===== src/rtl/td4x_pkg.sv =====
// Shared definitions for the td4x accumulator core: opcode encodings,
// ALU source selects and the run/halt state type.
package td4x_pkg;

  localparam logic [3:0] OP_ADD_A  = 4'b0000;
  localparam logic [3:0] OP_MOV_AB = 4'b0001;
  localparam logic [3:0] OP_IN_A   = 4'b0010;
  localparam logic [3:0] OP_MOV_AI = 4'b0011;
  localparam logic [3:0] OP_MOV_BA = 4'b0100;
  localparam logic [3:0] OP_ADD_B  = 4'b0101;
  localparam logic [3:0] OP_IN_B   = 4'b0110;
  localparam logic [3:0] OP_MOV_BI = 4'b0111;
  localparam logic [3:0] OP_OUT_B  = 4'b1001;
  localparam logic [3:0] OP_HLT    = 4'b1010;
  localparam logic [3:0] OP_OUT_I  = 4'b1011;
  localparam logic [3:0] OP_JNC    = 4'b1110;
  localparam logic [3:0] OP_JMP    = 4'b1111;

  localparam logic [1:0] SRC_A    = 2'd0;
  localparam logic [1:0] SRC_B    = 2'd1;
  localparam logic [1:0] SRC_IN   = 2'd2;
  localparam logic [1:0] SRC_ZERO = 2'd3;

  typedef enum logic {ST_RUN, ST_HALT} state_t;

endpackage


===== src/rtl/td4x_alu.sv =====
// Source mux plus DW-bit adder; purely combinational, result = src + imm with carry-out.
module td4x_alu
  import td4x_pkg::*;
#(
  parameter int DW = 4
) (
  input  logic [1:0]    src_sel,
  input  logic [DW-1:0] a,
  input  logic [DW-1:0] b,
  input  logic [DW-1:0] in_port,
  input  logic [DW-1:0] imm,
  output logic [DW-1:0] sum,
  output logic          cout
);

  logic [DW-1:0] src;

  always_comb begin
    src = '0;
    case (src_sel)
      SRC_A:   src = a;
      SRC_B:   src = b;
      SRC_IN:  src = in_port;
      default: src = '0;
    endcase
  end

  assign {cout, sum} = {1'b0, src} + {1'b0, imm};

endmodule


===== src/rtl/td4x_core.sv =====
// Accumulator CPU core: one instruction per cycle while instr_valid, stalls hold all state.
// Register writes land at the clock edge; out_strobe is registered alongside out_port.
module td4x_core
  import td4x_pkg::*;
#(
  parameter int              DW     = 4,
  parameter logic [DW-1:0]   RST_PC = '0
) (
  input  logic          clk,
  input  logic          reset,
  output logic [DW-1:0] adr,
  input  logic [DW+3:0] instr,
  input  logic          instr_valid,
  input  logic [DW-1:0] in_port,
  output logic [DW-1:0] out_port,
  output logic          out_strobe,
  output logic          carry,
  output logic          halted
);

  state_t        state, state_next;
  logic [DW-1:0] pc, reg_a, reg_b;
  logic [3:0]    opcode;
  logic [DW-1:0] imm, sum, pc_next;
  logic [1:0]    src_sel;
  logic          cout, exec;
  logic          wr_a, wr_b, wr_out, jump, hlt;

  assign opcode = instr[DW+3:DW];
  assign imm    = instr[DW-1:0];
  assign exec   = (state == ST_RUN) && instr_valid;
  assign adr    = pc;
  assign halted = (state == ST_HALT);

  td4x_alu #(.DW(DW)) u_alu (
    .src_sel (src_sel),
    .a       (reg_a),
    .b       (reg_b),
    .in_port (in_port),
    .imm     (imm),
    .sum     (sum),
    .cout    (cout)
  );

  // Decode; jump-type, HLT and NOP opcodes add imm to zero so C clears.
  always_comb begin
    src_sel = SRC_ZERO;
    wr_a    = 1'b0;
    wr_b    = 1'b0;
    wr_out  = 1'b0;
    jump    = 1'b0;
    hlt     = 1'b0;
    case (opcode)
      OP_ADD_A:  begin src_sel = SRC_A;  wr_a = 1'b1; end
      OP_MOV_AB: begin src_sel = SRC_B;  wr_a = 1'b1; end
      OP_IN_A:   begin src_sel = SRC_IN; wr_a = 1'b1; end
      OP_MOV_AI: wr_a = 1'b1;
      OP_MOV_BA: begin src_sel = SRC_A;  wr_b = 1'b1; end
      OP_ADD_B:  begin src_sel = SRC_B;  wr_b = 1'b1; end
      OP_IN_B:   begin src_sel = SRC_IN; wr_b = 1'b1; end
      OP_MOV_BI: wr_b = 1'b1;
      OP_OUT_B:  begin src_sel = SRC_B;  wr_out = 1'b1; end
      OP_OUT_I:  wr_out = 1'b1;
      OP_JNC:    jump = ~carry;
      OP_JMP:    jump = 1'b1;
      OP_HLT:    hlt = 1'b1;
      default:   ;
    endcase
  end

  assign pc_next = jump ? imm : pc + {{(DW-1){1'b0}}, 1'b1};

  always_comb begin
    state_next = state;
    if (exec && hlt) state_next = ST_HALT;
  end

  always_ff @(posedge clk or posedge reset) begin
    if (reset) state <= ST_RUN;
    else       state <= state_next;
  end

  always_ff @(posedge clk or posedge reset) begin
    if (reset) begin
      pc         <= RST_PC;
      reg_a      <= '0;
      reg_b      <= '0;
      out_port   <= '0;
      carry      <= 1'b0;
      out_strobe <= 1'b0;
    end else begin
      out_strobe <= exec && wr_out;
      if (exec) begin
        pc    <= pc_next;
        carry <= cout;
        if (wr_a)   reg_a    <= sum;
        if (wr_b)   reg_b    <= sum;
        if (wr_out) out_port <= sum;
      end
    end
  end

endmodule


===== config.mk =====
export PLATFORM = sky130hd
export DESIGN_NAME = td4x_core
export DESIGN_NICKNAME = d
export VERILOG_FILES = /design/src/rtl/td4x_pkg.sv /design/src/rtl/td4x_alu.sv /design/src/rtl/td4x_core.sv
export SDC_FILE = /design/constraint.sdc
export NUM_CORES = 1
export LEC_CHECK = 0
export BUFFER_PORTS_ARGS = -buffer_cell sky130_fd_sc_hd__clkbuf_2
export CAP_MARGIN = 30
export CORE_MARGIN = 4
export CORE_UTILIZATION = 30
export CTS_BUF_LIST = sky130_fd_sc_hd__clkbuf_2
export CTS_CLUSTER_DIAMETER = 150
export DETAILED_ROUTE_END_ITERATION = 8
export GPL_ROUTABILITY_DRIVEN = 0
export PLACE_DENSITY = 0.57
export SLEW_MARGIN = 25
export SYNTH_ARGS = -nofsm -noshare
export SYNTH_HDL_FRONTEND = slang
export SYNTH_HIERARCHICAL = 1
export SYNTH_SLANG_ARGS = --single-unit

===== constraint.sdc =====
create_clock -name clk -period 1.8 [get_ports clk]
set_input_delay 0.18 -clock clk [delete_from_list [all_inputs] [get_ports clk]]
set_output_delay 0.18 -clock clk [all_outputs]
set_load 0.005 [all_outputs]

==> summary.txt <==
Asr flop ratio synth - 100%
Critical path's largest stage delay - 0.42 ns
Final Hold Fails - 0
Reg2Reg Capture Point - out_port[3]
Worst-Skew Late Latency - 0.32 ns
Aggregate global-route resource usage - 13.2%
DRC viols - 0
Fin. max-slew vios - 0
Crit-path slowest cell - dfrtp_1
Startpoint types - register
Vias/cell - 5.10
Power per Cell Area - 1100 nW/um^2
Min Tclk post-route - 1.84 ns
Vias in the first global route - 959
# placed instances - 184
Routed via count - 963
Sum Neg Setup Slack - -0.0875 ns
Synth area leaders - dfrtp_1 (43%), mux2_2 (12%), ha_1 (5.6%), mux2i_1 (3.6%), nand3_1 (2.7%)
Synth Register Bits - 19
Leakage power - 0.000717 uW
Worst reg2reg path depth - 8
Overflow after GRT - 0
Synth unique cells - 33
Routed WL - 2750 um
First-pass iteration count of the detailed router - 4
Hold Crit Class - primary input to register
Syn Std Cell Area - 1110 um^2
Avg Cell Area, Syn - 10.8 um^2
H-tree depth - 1
First-pass GRT wire length - 4570 um
Synth area leader - dfrtp_1
Fin crit share - 102%
Port bufs - 25
TritonCTS Buffers - 3
Dpl hpwl - 2150 um
Worst Path Required - 2.02 ns
Core footprint - 3440 um^2
Final setup viols - 3
Worst min-delay path startpoint - instr[2]
Row count - 21
Clock Pin Slew Worst Setup and Hold Paths - 0.19 ns
Initial antenna violation count - 0
Outcome - finished with violations
Ant. Diodes - 0
Post-route ant nets - 0
Top-area cell type share of the netlist area - 42.8%
CTS max path bufs - 2
Pin count of the biggest net entering global routing - 20
Clock sinks - 19
Crit end category - register
Die height - 68.8 um
Failing checks - setup timing
Nets - 165
Die area - 4740 um^2
Reg-to-Reg Start - reg_a[1]
Syn. warnings - 6
Iteration-0 DRC Markers - 65
CTS tree - done
Hold depth - 3
Die X - 68.8 um
Fmax - 0.544 GHz
RSZ-0062 raised after global routing - yes
Worst Hold End - adr[2]
Kind of cell adding the most delay to the critical path - compound AO/OA/AOI/OAI gates
Max Cap Viol - 0
Postcts setup bufs - 0
Design area - 1440 um^2
Commonest cells in the netlist - dfrtp_1 (19), mux2_2 (12), nand2_1 (7)
Routed len/inst - 14.6 um
Area Growth Syn to Fin - 29.9%
Top_reg_cell synth - dfrtp_1
Clk root buf - clkbuf_2
Initial cell density of the core - 32.2%
Flop2flop setup slack - -0.04 ns
Syn nets - 124
Placed cell area - 1400 um^2
Crit-path max FO - 3
Worst Max-Slew Pin Slew - 0.727 ns
Crit Path Category - register to register
Finished Layout Cells - 189
Layout cells sized above 1 - 46.2%
Finished Core Util - 41.9%
Register area share after synthesis - 42.8%
Pre-CTS WS - -0.425 ns
VDD IR max - 331 uV
Arrival @ worst endpoint - 2.06 ns
Headroom to the max-slew limit - 51.5%
Post-Synthesis Cells - 103
Clk_skew - 0.0131 ns
Buf/Inv on CP - 0
Io pins - 26
EDFF count, synth - 0
Most common cell in the netlist - dfrtp_1
Slack of the critical path - -0.0377 ns
CP most frequent cell - a21o_1
Crit path cell chain - mux2i_1 > nor2_1 > a21o_1 > ha_1 > a21o_1 > a21oi_2 > xnor2_1 > mux2_2
[metrics by stage]
step	hold WS [ns]	power (uW)
floorplan	0.131	1150
global placement	0.307	1380
detailed placement	0.335	1410
CTS	0.135	1600
global route	0.123	1720
finish	0.146	1580
[cells by family after synthesis]
| kind of cell | count (synthesis) | share of synthesized area [%] |
|---|---|---|
| adders and majority gates | 6 | 7.44 |
| DFF | 19 | 42.8 |
| xor gates and xnor gates | 2 | 1.58 |
| AOI/OAI and AO/OA | 19 | 11.5 |
| and+or+nand+nor | 33 | 17.5 |
| buffers and inverters | 8 | 3.38 |
| muxes | 16 | 15.8 |
[report_power, final]
part           leakage, uW  internal [uW]  switching (uW)
clock            0.0000164           50.3             137
combinational     0.000479            366             287
sequential        0.000221            610             133
[worst max path at each step]
| stage | startpoint | slack (ns) | cells after the start | to |
|---|---|---|---|---|
| 5_1_grt | reg_a[1] | -0.18 | 8 | reg_b[3] |
| 4_1_cts | reg_a[1] | -0.05 | 8 | out_port[3] |
| 6_report | reg_a[1] | -0.04 | 8 | out_port[3] |
| 3_5_place_dp | instr[4] | -0.43 | 12 | reg_b[3] |
| 2_1_floorplan | instr[4] | -0.09 | 12 | reg_a[1] |
| 3_3_place_gp | instr[4] | -0.33 | 12 | reg_a[3] |
[registers in the layout, summed over array words and instances (netlist names)]
signal and cells:
adr 4, out_port 4, halted 1, reg_a 4, carry 1, out_strobe 1
reg_b 4
[routing by layer]
layer / part of all wire, % / vias up / GRT usage, %
li1: - / 447 / -
met4: 1.8 / 0 / 5.84
met3: 3.1 / 4 / 1.46
met5: 0 / - / 0
met2: 52 / 27 / 22.4
met1: 43 / 485 / 16.7
[area by class of cell]
cell class	instances	area, um^2
clock buffers	3	15.0
clock inverters	1	5.00
fillers	351	2000
inverters	6	30.0
multi-input cells	76	624
flip-flops and latches	19	475
well taps	46	57.6
repair buffers	38	234
[worst min-delay path, stage by stage]
cell      delay [ns]
clkbuf_2        0.10
nand4_1         0.08
nand3_1         0.07
[cells in the final DEF, fill, tap and decap left out, drive strengths merged, types with 4 or more instances in the layout]
cell	instances
clkbuf	28
nand2b	4
nand3	6
o21ai	6
mux2i	4
inv	6
mux2	12
nand2	7
ha	5
buf	12
dfrtp	19
nor2b	5
[repair_timing]
item | 4_1_cts | 5_1_grt
gates resized for setup | 2 | 3
endpoints found under the setup margin | 6 | 9
pin swaps | 2 | 0
endpoints found under the hold margin | 19 | 0
hold buffers | 1 | 0
No activity file was read; power rests on OpenSTA's default activity.
